**src/rtl/uart_rx.sv**
```systemverilog
// uart_rx: 8N1 UART receiver with mid-bit sampling and framing-error/break detection
module uart_rx #(
  parameter int CLK_HZ       = 50_000_000,
  parameter int BIT_RATE     = 9600,
  parameter int PAYLOAD_BITS = 8
) (
  input  logic                    clk,
  input  logic                    reset,
  input  logic                    uart_rxd,
  input  logic                    uart_rx_en,
  output logic [PAYLOAD_BITS-1:0] uart_rx_data,
  output logic                    uart_rx_valid,
  output logic                    uart_rx_frame_err,
  output logic                    uart_rx_break
);
  localparam int CPB  = CLK_HZ / BIT_RATE;
  localparam int HALF = CPB / 2;
  localparam int CW   = $clog2(CPB);
  localparam int IW   = PAYLOAD_BITS > 1 ? $clog2(PAYLOAD_BITS) : 1;
  typedef enum logic [2:0] {IDLE, START, RECV, STOP, WAIT_HIGH} state_t;
  state_t                  state_q, state_d;
  logic [1:0]              sync_q, sync_d;
  logic [CW-1:0]           cnt_q, cnt_d;
  logic [IW-1:0]           idx_q, idx_d;
  logic [PAYLOAD_BITS-1:0] sh_q, sh_d, data_q, data_d;
  logic                    valid_q, valid_d, err_q, err_d, brk_q, brk_d;
  logic                    rxd_s, tick;
  assign rxd_s             = sync_q[1];
  assign uart_rx_data      = data_q;
  assign uart_rx_valid     = valid_q;
  assign uart_rx_frame_err = err_q;
  assign uart_rx_break     = brk_q;
  always_ff @(posedge clk) begin
    if (reset) begin
      state_q <= IDLE;
      sync_q  <= 2'b11;
      cnt_q   <= '0;
      idx_q   <= '0;
      sh_q    <= '0;
      data_q  <= '0;
      valid_q <= 1'b0;
      err_q   <= 1'b0;
      brk_q   <= 1'b0;
    end else begin
      state_q <= state_d;
      sync_q  <= sync_d;
      cnt_q   <= cnt_d;
      idx_q   <= idx_d;
      sh_q    <= sh_d;
      data_q  <= data_d;
      valid_q <= valid_d;
      err_q   <= err_d;
      brk_q   <= brk_d;
    end
  end
  // tick marks the sampling cycle of the current bit
  always_comb begin
    tick    = (state_q == START && cnt_q == CW'(HALF - 1)) ||
              ((state_q == RECV || state_q == STOP) && cnt_q == CW'(CPB - 1));
    state_d = state_q;
    case (state_q)
      IDLE:      if (uart_rx_en && !rxd_s) state_d = START;
      START:     if (tick) state_d = rxd_s ? IDLE : RECV;
      RECV:      if (tick && idx_q == IW'(PAYLOAD_BITS - 1)) state_d = STOP;
      STOP:      if (tick) state_d = rxd_s ? IDLE : WAIT_HIGH;
      WAIT_HIGH: if (rxd_s) state_d = IDLE;
      default:   state_d = IDLE;
    endcase
  end
  always_comb begin
    sync_d  = {sync_q[0], uart_rxd};
    cnt_d   = (tick || state_q == IDLE || state_q == WAIT_HIGH) ? '0 : cnt_q + 1'b1;
    idx_d   = state_q == START ? '0 : (state_q == RECV && tick) ? idx_q + 1'b1 : idx_q;
    sh_d    = (state_q == RECV && tick) ? {rxd_s, sh_q[PAYLOAD_BITS-1:1]} : sh_q;
    valid_d = state_q == STOP && tick && rxd_s;
    err_d   = state_q == STOP && tick && !rxd_s;
    brk_d   = err_d && sh_q == '0;
    data_d  = valid_d ? sh_q : data_q;
  end
endmodule

```
**config.mk**
```make
export PLATFORM = sky130hd
export DESIGN_NAME = uart_rx
export DESIGN_NICKNAME = d
export VERILOG_FILES = /design/src/rtl/uart_rx.sv
export SDC_FILE = /design/constraint.sdc
export NUM_CORES = 1
export LEC_CHECK = 0
export CAP_MARGIN = 20
export CORE_MARGIN = 10
export CORE_UTILIZATION = 35
export CTS_BUF_LIST = sky130_fd_sc_hd__clkbuf_4 sky130_fd_sc_hd__clkbuf_8
export DETAILED_ROUTE_END_ITERATION = 6
export GPL_TIMING_DRIVEN = 0
export PLACE_DENSITY = 0.57
export SLEW_MARGIN = 10
export SYNTH_ARGS = -nofsm -noshare
export SYNTH_HDL_FRONTEND = slang
export SYNTH_SLANG_ARGS = --single-unit
export TNS_END_PERCENT = 100
```
**constraint.sdc**
```tcl
create_clock -name clk -period 1.55 [get_ports clk]
set_input_delay 0.155 -clock clk [delete_from_list [all_inputs] [get_ports clk]]
set_output_delay 0.155 -clock clk [all_outputs]
set_load 0.005 [all_outputs]
```
==> reports/summary.txt <==
Outcome: finished with violations
Failing checks: setup timing
Area inside the core boundary: 4820 um2
CP Data Arrival Time: 1790 ps
Layout cells sized above 1: 28.3%
Share of async-settable or async-resettable flops after synthesis: 0%
P_int: 0.00137 W
Switching share of total power: 22.1%
Share of total power in combinational logic: 3.4%
Largest voltage drop on the vdd net: 0.000287 V
Number of clock buffers inserted by TritonCTS: 5
Number of buffers inserted by port buffering: 14
Commonest cells after routing, fill and taps aside: sky130_fd_sc_hd__dfxtp_1, sky130_fd_sc_hd__nor2_1, sky130_fd_sc_hd__a21oi_1, sky130_fd_sc_hd__nand3_1, sky130_fd_sc_hd__clkdlybuf4s50_1
TritonCTS clock tree: done
Count of standard-cell rows: 25
Setup repair after global routing missed its margin: true
Req. time, crit path: 1780 ps
Highest clock frequency the design can meet: 0.641 GHz
Number of distinct library cells after synthesis: 40
Multi-input logic area: 1010 um2
All-Layer GR Usage: 9.75%
Clock network power share: 38.3%
Slew at the pin with the worst max-slew slack: 651 ps
R2r setup slk: -10 ps
Rel. slew slack: 56.4%
Total power density per cell area: 757 nW/um2
Endpoint with the worst hold slack: sync_q[1]
Drt first pass iters: 4
Mean cell area of the mapped netlist: 8.78 um2
Depth of the worst hold-timing path: 1
FF+latch count, synth: 40
Iter 0 DRT Violations: 47
CTS Hold Buffers Added: 0
First-pass GRT wire length: 6.76 mm
Cell count of the worst reg-to-reg path: 6
Min Clock Period, post-route: 1560 ps
Global placer's final weighted congestion: 0.764
Depth of the CTS H-tree: 2
Setup slack of the critical path after layout: -9.52 ps
Utilization after layout: 48.3%
Type of the worst setup path: reg2reg
Initial Util: 37.0%
Startpoint of the lowest-slack register-to-register path: cnt_q[1]
Hold violation total from the final report: 0
Buffer levels on the longest clock path: 2
Class of the worst hold path: reg2reg
Synthesized netlist cell count: 203
Height of the die: 91.4 um
Routed wirelength normalized by instance count: 13.9 um
Initial antenna violation count: 0
Sw power: 0.000389 W
Die X: 91.4 um
Number of endpoints failing setup at the final stage: 1
Clk sinks: 40
Clock transition at path regs: 70 ps
Leakage: 0.795 nW
Part of the power in registers: 58.3%
Sequential fraction of the synthesis area: 44.9%
Post-route clock skew: 9.81 ps
Insertion delay to the later sink of the worst-skew pair: 300 ps
Overall overflow remaining after global route: 0
Buffer cell driving the clock tree root: sky130_fd_sc_hd__clkbuf_8
End of the worst register-to-register path: idx_q[0]
Largest net degree at the start of global routing: 12
Number of enable-type register cells in the synthesized netlist: 0
Critical path endpoint category: flip-flop
Post-synthesis to final-layout area growth: 30.5%
Syn Std Cell Area: 1780 um2
Register cell area after layout: 818 um2
Die area: 8350 um2
Via/cell ratio: 5.19
Routed wire length: 4.18 mm
Final routed DRC violation total: 0
Total nets after synthesis: 210
Antenna viol nets, final: 0
Final Slew Violations: 0
Warnings from Yosys: 0
Via count of the first global-routing pass: 1415
Finished Layout Cells: 300
Fillcell total: 494
Commonest register cell after synthesis: sky130_fd_sc_hd__dfxtp_1
Placed inst area: 2010 um2
Max-capacitance violation count: 0
Most common cell after layout, fill and taps aside: sky130_fd_sc_hd__dfxtp_1
Critical path fanouts, max: 3
Fraction of the cycle the final worst path needs: 101%
Vias after detailed routing: 1556
HPWL after detailed placement: 2.73 mm
Startpoint Class: flip-flop
Top-Level Pins: 15
Final net count: 240
Hold wc startpoint: sync_q[0]
Antenna diode count: 0
Placed instance count: 284
Design area: 2330 um2
power by group through the flow:
stage	registers [W]	logic (W)	clock network, W
final	0.00103	0.0000592	0.000674
after global routing	0.00103	0.0000651	0.000734
after CTS	0.00103	0.0000514	0.000700
after detailed placement	0.00106	0.0000490	0
after global placement	0.00106	0.0000493	0
after floorplan	0.00106	0.0000306	0
Yosys cell counts (all sizes together), types with 3 or more instances:
| library cell | n | area share [%] |
|---|---|---|
| nand2 | 10 | 2.2 |
| or2 | 4 | 1.4 |
| nor3b | 3 | 1.5 |
| nand4 | 13 | 4.9 |
| and4 | 3 | 1.6 |
| xor2 | 5 | 2.5 |
| dfxtp | 40 | 45 |
| clkbuf | 6 | 1.3 |
| xnor2 | 6 | 2.9 |
| and3 | 3 | 1.1 |
| nand3 | 15 | 4.2 |
| nor4 | 7 | 2.8 |
| a21oi | 19 | 5.3 |
| o21ai | 19 | 5.3 |
| buf | 9 | 3.3 |
| nor2 | 20 | 4.2 |
| ha | 3 | 2.1 |
worst max-delay path by stage:
stage | from | to | cells after the start
floorplan | cnt_q[1] | idx_q[0] | 6
global placement | cnt_q[1] | cnt_q[7] | 6
detailed placement | cnt_q[1] | cnt_q[12] | 6
CTS | cnt_q[1] | idx_q[0] | 6
global route | state_q[1] | uart_rx_data[7] | 7
finish | cnt_q[1] | idx_q[0] | 6
cell families after synthesis:
logic type	after synthesis	share of synthesized area, %
AOI/OAI and AO/OA	42	12.4
xor gates and xnor gates	11	5.40
adders and majority gates	3	2.11
buffers and inverters	17	4.98
DFF	40	44.9
muxes	1	0.561
and+or+nand+nor	89	29.7
critical path, cell delays in order, from the launching register on:
cell	delay (ps)
sky130_fd_sc_hd__dfxtp_2	360
sky130_fd_sc_hd__ha_4	140
sky130_fd_sc_hd__and4bb_2	290
sky130_fd_sc_hd__nand4_4	110
sky130_fd_sc_hd__buf_6	160
sky130_fd_sc_hd__or3_4	320
sky130_fd_sc_hd__a21oi_2	120
registers in the layout, summed over array words and instances (netlist names):
| name | cells |
|---|---|
| cnt_q | 13 |
| idx_q | 3 |
| sh_q | 8 |
| state_q | 3 |
| sync_q | 2 |
| uart_rx_break | 1 |
| uart_rx_data | 8 |
| uart_rx_frame_err | 1 |
| uart_rx_valid | 1 |
repair_timing:
item / 4_1_cts / 5_1_grt
buffers inserted: 7 / 4
pin swaps: 6 / 18
cloned: 0 / 1
setup endpoints to repair: 37 / 35
gates resized for setup: 20 / 46
area by class of cell:
cell class / instances / area share [%]
multi-input combinational: 146 / 43.3
sequential: 40 / 35.2
timing repair buffer: 26 / 10.3
buffer: 12 / 3.77
tap: 67 / 3.60
clock buffer: 6 / 3.28
inverter: 2 / 0.323
clock inverter: 1 / 0.215
through the flow:
step           worst slack [ps]  hold WS [ps]  TNS (ps)  power [W]
6_report                  -9.52           419     -9.52    0.00176
2_1_floorplan              18.0           259         0    0.00109
5_1_grt                   -82.0           436     -1410    0.00183
3_5_place_dp               -246           403     -3730    0.00111
4_1_cts                   -2.42           420     -2.42    0.00178
3_3_place_gp               -261           407     -3840    0.00111
metal layers:
metal / track usage [%] / wire length [um] / up-vias / part of all wire (%)
li1: - / - / 789 / -
met1: 12.9 / 2140 / 739 / 51
met2: 13.7 / 1800 / 22 / 43
met3: 3.37 / 164 / 6 / 3.9
met4: 4.70 / 80 / 0 / 1.9
met5: 0 / 0 / - / 0
No activity file was read; power rests on OpenSTA's default activity.
